--- src/rtl/fwft_sync_fifo.sv ---
// Single-clock first-word-fall-through FIFO: the head entry is always on o_dout while not empty,
// and i_rd_en acknowledges (pops) it.
module fwft_sync_fifo #(
  parameter int unsigned DWIDTH      = 16,
  parameter int unsigned COUNT_WIDTH = 5
) (
  input  logic                   i_clk,
  input  logic                   i_rst_n,
  input  logic [DWIDTH-1:0]      i_din,
  input  logic                   i_wr_en,
  output logic                   o_full,
  input  logic                   i_rd_en,
  output logic [DWIDTH-1:0]      o_dout,
  output logic                   o_empty,
  output logic [COUNT_WIDTH-1:0] o_data_count
);

  localparam int unsigned AW    = COUNT_WIDTH - 1;
  localparam int unsigned DEPTH = 2 ** AW;

  logic [DWIDTH-1:0]      r_mem [DEPTH];
  logic [AW-1:0]          r_wr_ptr;
  logic [AW-1:0]          r_rd_ptr;
  logic [COUNT_WIDTH-1:0] r_count;

  logic                   w_full;
  logic                   w_empty;
  logic                   w_push;
  logic                   w_pop;
  logic [COUNT_WIDTH-1:0] w_count_d;

  assign w_full  = (r_count == COUNT_WIDTH'(DEPTH));
  assign w_empty = (r_count == '0);

  // A pop frees a slot in the same edge, so a write alongside a pop is accepted even when full.
  assign w_pop  = i_rd_en && !w_empty;
  assign w_push = i_wr_en && (!w_full || w_pop);

  always_comb begin
    w_count_d = r_count;
    unique case ({w_push, w_pop})
      2'b10:   w_count_d = r_count + COUNT_WIDTH'(1);
      2'b01:   w_count_d = r_count - COUNT_WIDTH'(1);
      default: w_count_d = r_count;
    endcase
  end

  always_ff @(posedge i_clk or negedge i_rst_n) begin
    if (!i_rst_n) begin
      r_wr_ptr <= '0;
      r_rd_ptr <= '0;
      r_count  <= '0;
    end else begin
      if (w_push) r_wr_ptr <= r_wr_ptr + AW'(1);
      if (w_pop)  r_rd_ptr <= r_rd_ptr + AW'(1);
      r_count <= w_count_d;
    end
  end

  // Storage is deliberately left uncleared by reset.
  always_ff @(posedge i_clk) begin
    if (w_push) r_mem[r_wr_ptr] <= i_din;
  end

  assign o_dout       = r_mem[r_rd_ptr];
  assign o_empty      = w_empty;
  assign o_full       = w_full;
  assign o_data_count = r_count;

endmodule

--- config.mk ---
export PLATFORM = sky130hd
export DESIGN_NAME = fwft_sync_fifo
export DESIGN_NICKNAME = d
export VERILOG_FILES = /design/src/rtl/fwft_sync_fifo.sv
export SDC_FILE = /design/constraint.sdc
export NUM_CORES = 1
export LEC_CHECK = 0
export BUFFER_PORTS_ARGS = -buffer_cell sky130_fd_sc_hd__buf_2
export CORE_MARGIN = 2
export CORE_UTILIZATION = 61
export DETAILED_ROUTE_END_ITERATION = 7
export PLACE_DENSITY = 0.77
export REMOVE_ABC_BUFFERS = 1
export SLEW_MARGIN = 40
export SYNTH_ARGS = -nofsm -noshare
export SYNTH_HDL_FRONTEND = slang
export SYNTH_SLANG_ARGS = --single-unit
--- constraint.sdc ---
create_clock -name i_clk -period 3.23 [get_ports i_clk]
set_input_delay 0.1615 -clock i_clk [delete_from_list [all_inputs] [get_ports i_clk]]
set_output_delay 0.1615 -clock i_clk [all_outputs]
set_load 0.02 [all_outputs]
==> results <==
- For this run the aggregate overflow at the end of global routing stands at 0.
- In this run the cell area of the synthesized design comes to 10700 um2.
- The number of hold-slack violations in the final timing report came to 0.
- 0 antenna diodes ended up in the layout.
- At the pin with the least slew margin, the transition time is 0.848 ns.
- Counting every sink on the clock net gives 269.
- Once the floorplan was initialized, standard cells occupied 62.3% of the core.
- Registers take 8020 um2.
- The most instantiated library cell after synthesis is edfxtp_1.
- The post-route setup TNS is 0 ns.
- The number of standard cells in the layout, taps in and fillers out is 780.
- Across all layers, the routed design uses 5089 vias.
- At the worst endpoint, the arrival time is 2.93 ns.
- The detailed router finished its first iteration with 448 violations.
- After detailed routing, the number of remaining DRC violations is 0.
- The tool flagged a number of max-cap violations equal to 0.
- The die is 137 um wide.
- STA classifies the critical path endpoint as a primary output.
- The post-synthesis sequential element count is 269.
- Sorting the synthesized cells by how often they occur yields 256 x edfxtp_1, 67 x mux4_2, 16 x and2_1.
- Yosys attributes the largest share of cell area to edfxtp_1 72%, mux4_2 14%, mux4_1 3.2%, dfrtp_1 3.0%, and2_1 0.93%.
- The wire-length estimate of the detail-placed layout is 11900 um.
- 43 I/O pins were placed.
- Grouping stages by cell kind, the critical path spends the most delay in multiplexers.
- The number of global-route vias before repair is 5359.
- After detailed routing, the average wire length per cell comes to 28.3 um.
- The die covers 18700 um2.
- The post-route worst hold slack is 0.0194 ns.
- The cell with the biggest individual delay on the critical path is dfrtp_4.
- The first TritonRoute pass finished after 5 iterations.
- The biggest area contributor in the post-synthesis netlist is edfxtp_1.
- The run finished with clean final reports.
- The total setup violations reported at the end of the flow is 0.
- The path class of the tightest hold or removal check is input port to register.
- The cell count after synthesis came out at 472.
- Of the synthesized area, sequential elements account for 74.6%.
- In this run, distinct cell masters in the synthesized netlist total 44.
- The placed instance count is 728.
- The CTS tree is yes.
- The most used flip-flop cell after synthesis is edfxtp_1.
- Counting both buffers and inverters, the worst setup path holds a total of 2.
- The number of antenna violations at the first check in global routing came to 0.
- The final-report max-slew violation count is 0.
- Headroom to the max-slew limit came out at 43.5%.
- Buffers placed on the I/O ports in this run total 42.
- For this run, the number of Yosys warnings is 0.
- STA classifies the critical path startpoint as a register.
- The floorplan core area is 17200 um2.
- Using the TritonRoute via totals, the vias-per-cell ratio works out to 6.52.
- The peak per-stage delay on the critical path is 0.78 ns.
- The y dimension of the die is 137 um.
- The cell at the root of the clock tree is clkbuf_16.
- The worst-case IR drop observed on VDD is 648 uV.
- In this run the mean area of a mapped cell was 22.7 um2.
- The number of buffers between clock root and the deepest sink is 3.
- The aggregate global-route resource usage is 25.2%.
- Setup repair after global routing left no endpoint under its margin.
- The total power per unit cell area is 912 nW/um2.
- The clock slew at the register clock pins of the worst setup and hold paths is 0.07 ns.
- The congestion estimate from routability-driven global placement came to 0.838.
- The layout filler cell count is 968.
- The share of synthesized area in the top cell type comes to 71.6%.
- In this run the number of H-tree levels came out at 1.
- Walking the worst path, the cells encountered are buf_12, mux4_1, mux4_2, buf_2.
- At the worst endpoint, the required time is 3.07 ns.
- The time the worst path needs with I/O delays and setup is 3.09 ns.
- The count of nets left with antenna violations once routing finished came out at 0.
- For the final database, setup skew stands at 0.0111 ns.
- For this run, the share of the core covered by cells in the final layout is 70.5%.
- Of all nets on the critical path, the largest fanout is 27.
- The total clock buffers created by CTS is 26.
- After floorplanning, the core was divided into 48 placement rows.
- The first-pass GRT wire length is 33300 um.
- In the final layout, the multi-input gates occupy 2530 um2.
- The type of the setup path with the least slack is register to primary output.
- Entering global routing, the biggest net connects 28 pins.
- The net count of the finished layout is 564.
- The post-synthesis async set-or-reset flop share is 4.83%.
- The leakage dissipation is 4.05 nW.
- The final wirelength is 22000 um.
- Compared with the post-synthesis result, the final layout area differs by 13.2%.
- The count of flip-flops with a built-in enable after synthesis is 256.
- The fraction of final layout cells with drive strength greater than 1 is 33.5%.
- After layout, the worst path uses 95.6% of the clock period.
- For the worst-skew pair, the clock arrives at the later sink with an insertion delay of 0.52 ns.
- The fmax is 324 MHz.
[timing repair]
action	4_1_cts	5_1_grt
hold buffers	4	0
endpoints found under the hold margin	53	0
resized for setup	0	1
setup endpoints to repair	0	1
buffers inserted	0	0
[power by group]
part | leakage (nW) | total, W | switching, W | internal [W]
Combinational | 1.13 | 0.00321 | 0.00165 | 0.00156
Sequential | 2.47 | 0.00458 | 0.000341 | 0.00424
Clock | 0.458 | 0.00329 | 0.00128 | 0.00201
Total | 4.05 | 0.0111 | 0.00328 | 0.00781
[cell families after synthesis]
kind of cell / share of synthesized area [%]
flip-flops: 74.6
AND/OR/NAND/NOR: 2.47
AO/OA/AOI/OAI: 1.53
buffers and inverters: 1.98
multiplexers: 17.5
adder cells (fa/ha/maj): 1.12
XOR/XNOR: 0.734
[cell type report]
type                       count  area share [%]
sequential                   269            65.9
clock inverter                19            2.13
tap                          225            2.32
clock buffer                  29            5.62
inverter                       4           0.123
multi-input combinational    175            20.8
timing repair buffer          59            3.07
[metrics by stage]
step | cell area (um2) | setup WS [ns] | total power [W]
after floorplan | 10500 | -0.636 | 0.00686
after global placement | 11200 | 0.395 | 0.00772
after detailed placement | 11200 | 0.233 | 0.00784
after CTS | 12200 | 0.0856 | 0.0112
after global routing | 12200 | 0.0153 | 0.0115
final | 12200 | 0.141 | 0.0111
[cells in the final DEF, fill, tap and decap left out, types with 3 or more instances in the layout]
cell type | netlist | layout
xnor2_1 | 8 | 8
clkinv_2 | 0 | 7
edfxtp_1 | 256 | 256
mux4_1 | 13 | 13
mux2_2 | 3 | 3
clkinvlp_4 | 0 | 3
buf_2 | 6 | 42
ha_1 | 8 | 8
mux4_2 | 67 | 67
dlygate4sd3_1 | 0 | 4
nand2_1 | 15 | 15
clkbuf_16 | 0 | 27
and2_2 | 0 | 10
a21oi_1 | 7 | 7
dfrtp_1 | 13 | 11
nor2_1 | 4 | 4
bufinv_16 | 0 | 6
inv_1 | 4 | 4
and2_1 | 16 | 6
o221ai_1 | 4 | 4
a21o_1 | 3 | 3
buf_4 | 4 | 11
[worst paths after layout]
path	startpoint	endpoint	slack, ns	depth (start not counted)
setup reg to reg	o_data_count[0]	o_data_count[4]	0.30	9
setup / recovery	r_rd_ptr[0]	o_dout[4]	0.14	4
hold reg to reg	r_rd_ptr[2]	r_rd_ptr[2]	0.53	1
hold / removal	i_din[3]	r_mem[0][3]	0.02	1
max in group asynchronous	i_rst_n	r_rd_ptr[0]	2.89	2
min in group asynchronous	i_rst_n	o_data_count[0]	0.07	2
[registers in the layout, indices dropped and copies added, names as in the netlist]
signal and cells:
r_mem 256, o_data_count 5, r_rd_ptr 4, r_wr_ptr 4
[routing by layer]
layer | track usage [%] | vias up | share of wire [%]
met4 | 7.52 | 0 | 2.3
met2 | 42.2 | 248 | 52
li1 | - | 2132 | -
met3 | 3.93 | 38 | 7.2
met5 | 0 | - | 0
met1 | 35.0 | 2671 | 38
[worst register-to-register path, delay by kind of cell, from the launching register on]
family | cells | cell delay (ns)
simple gates | 3 | 0.97
compound gates | 5 | 0.91
flops | 1 | 0.47
fa+ha+maj | 1 | 0.43
Power figures use the tool's default switching activity.
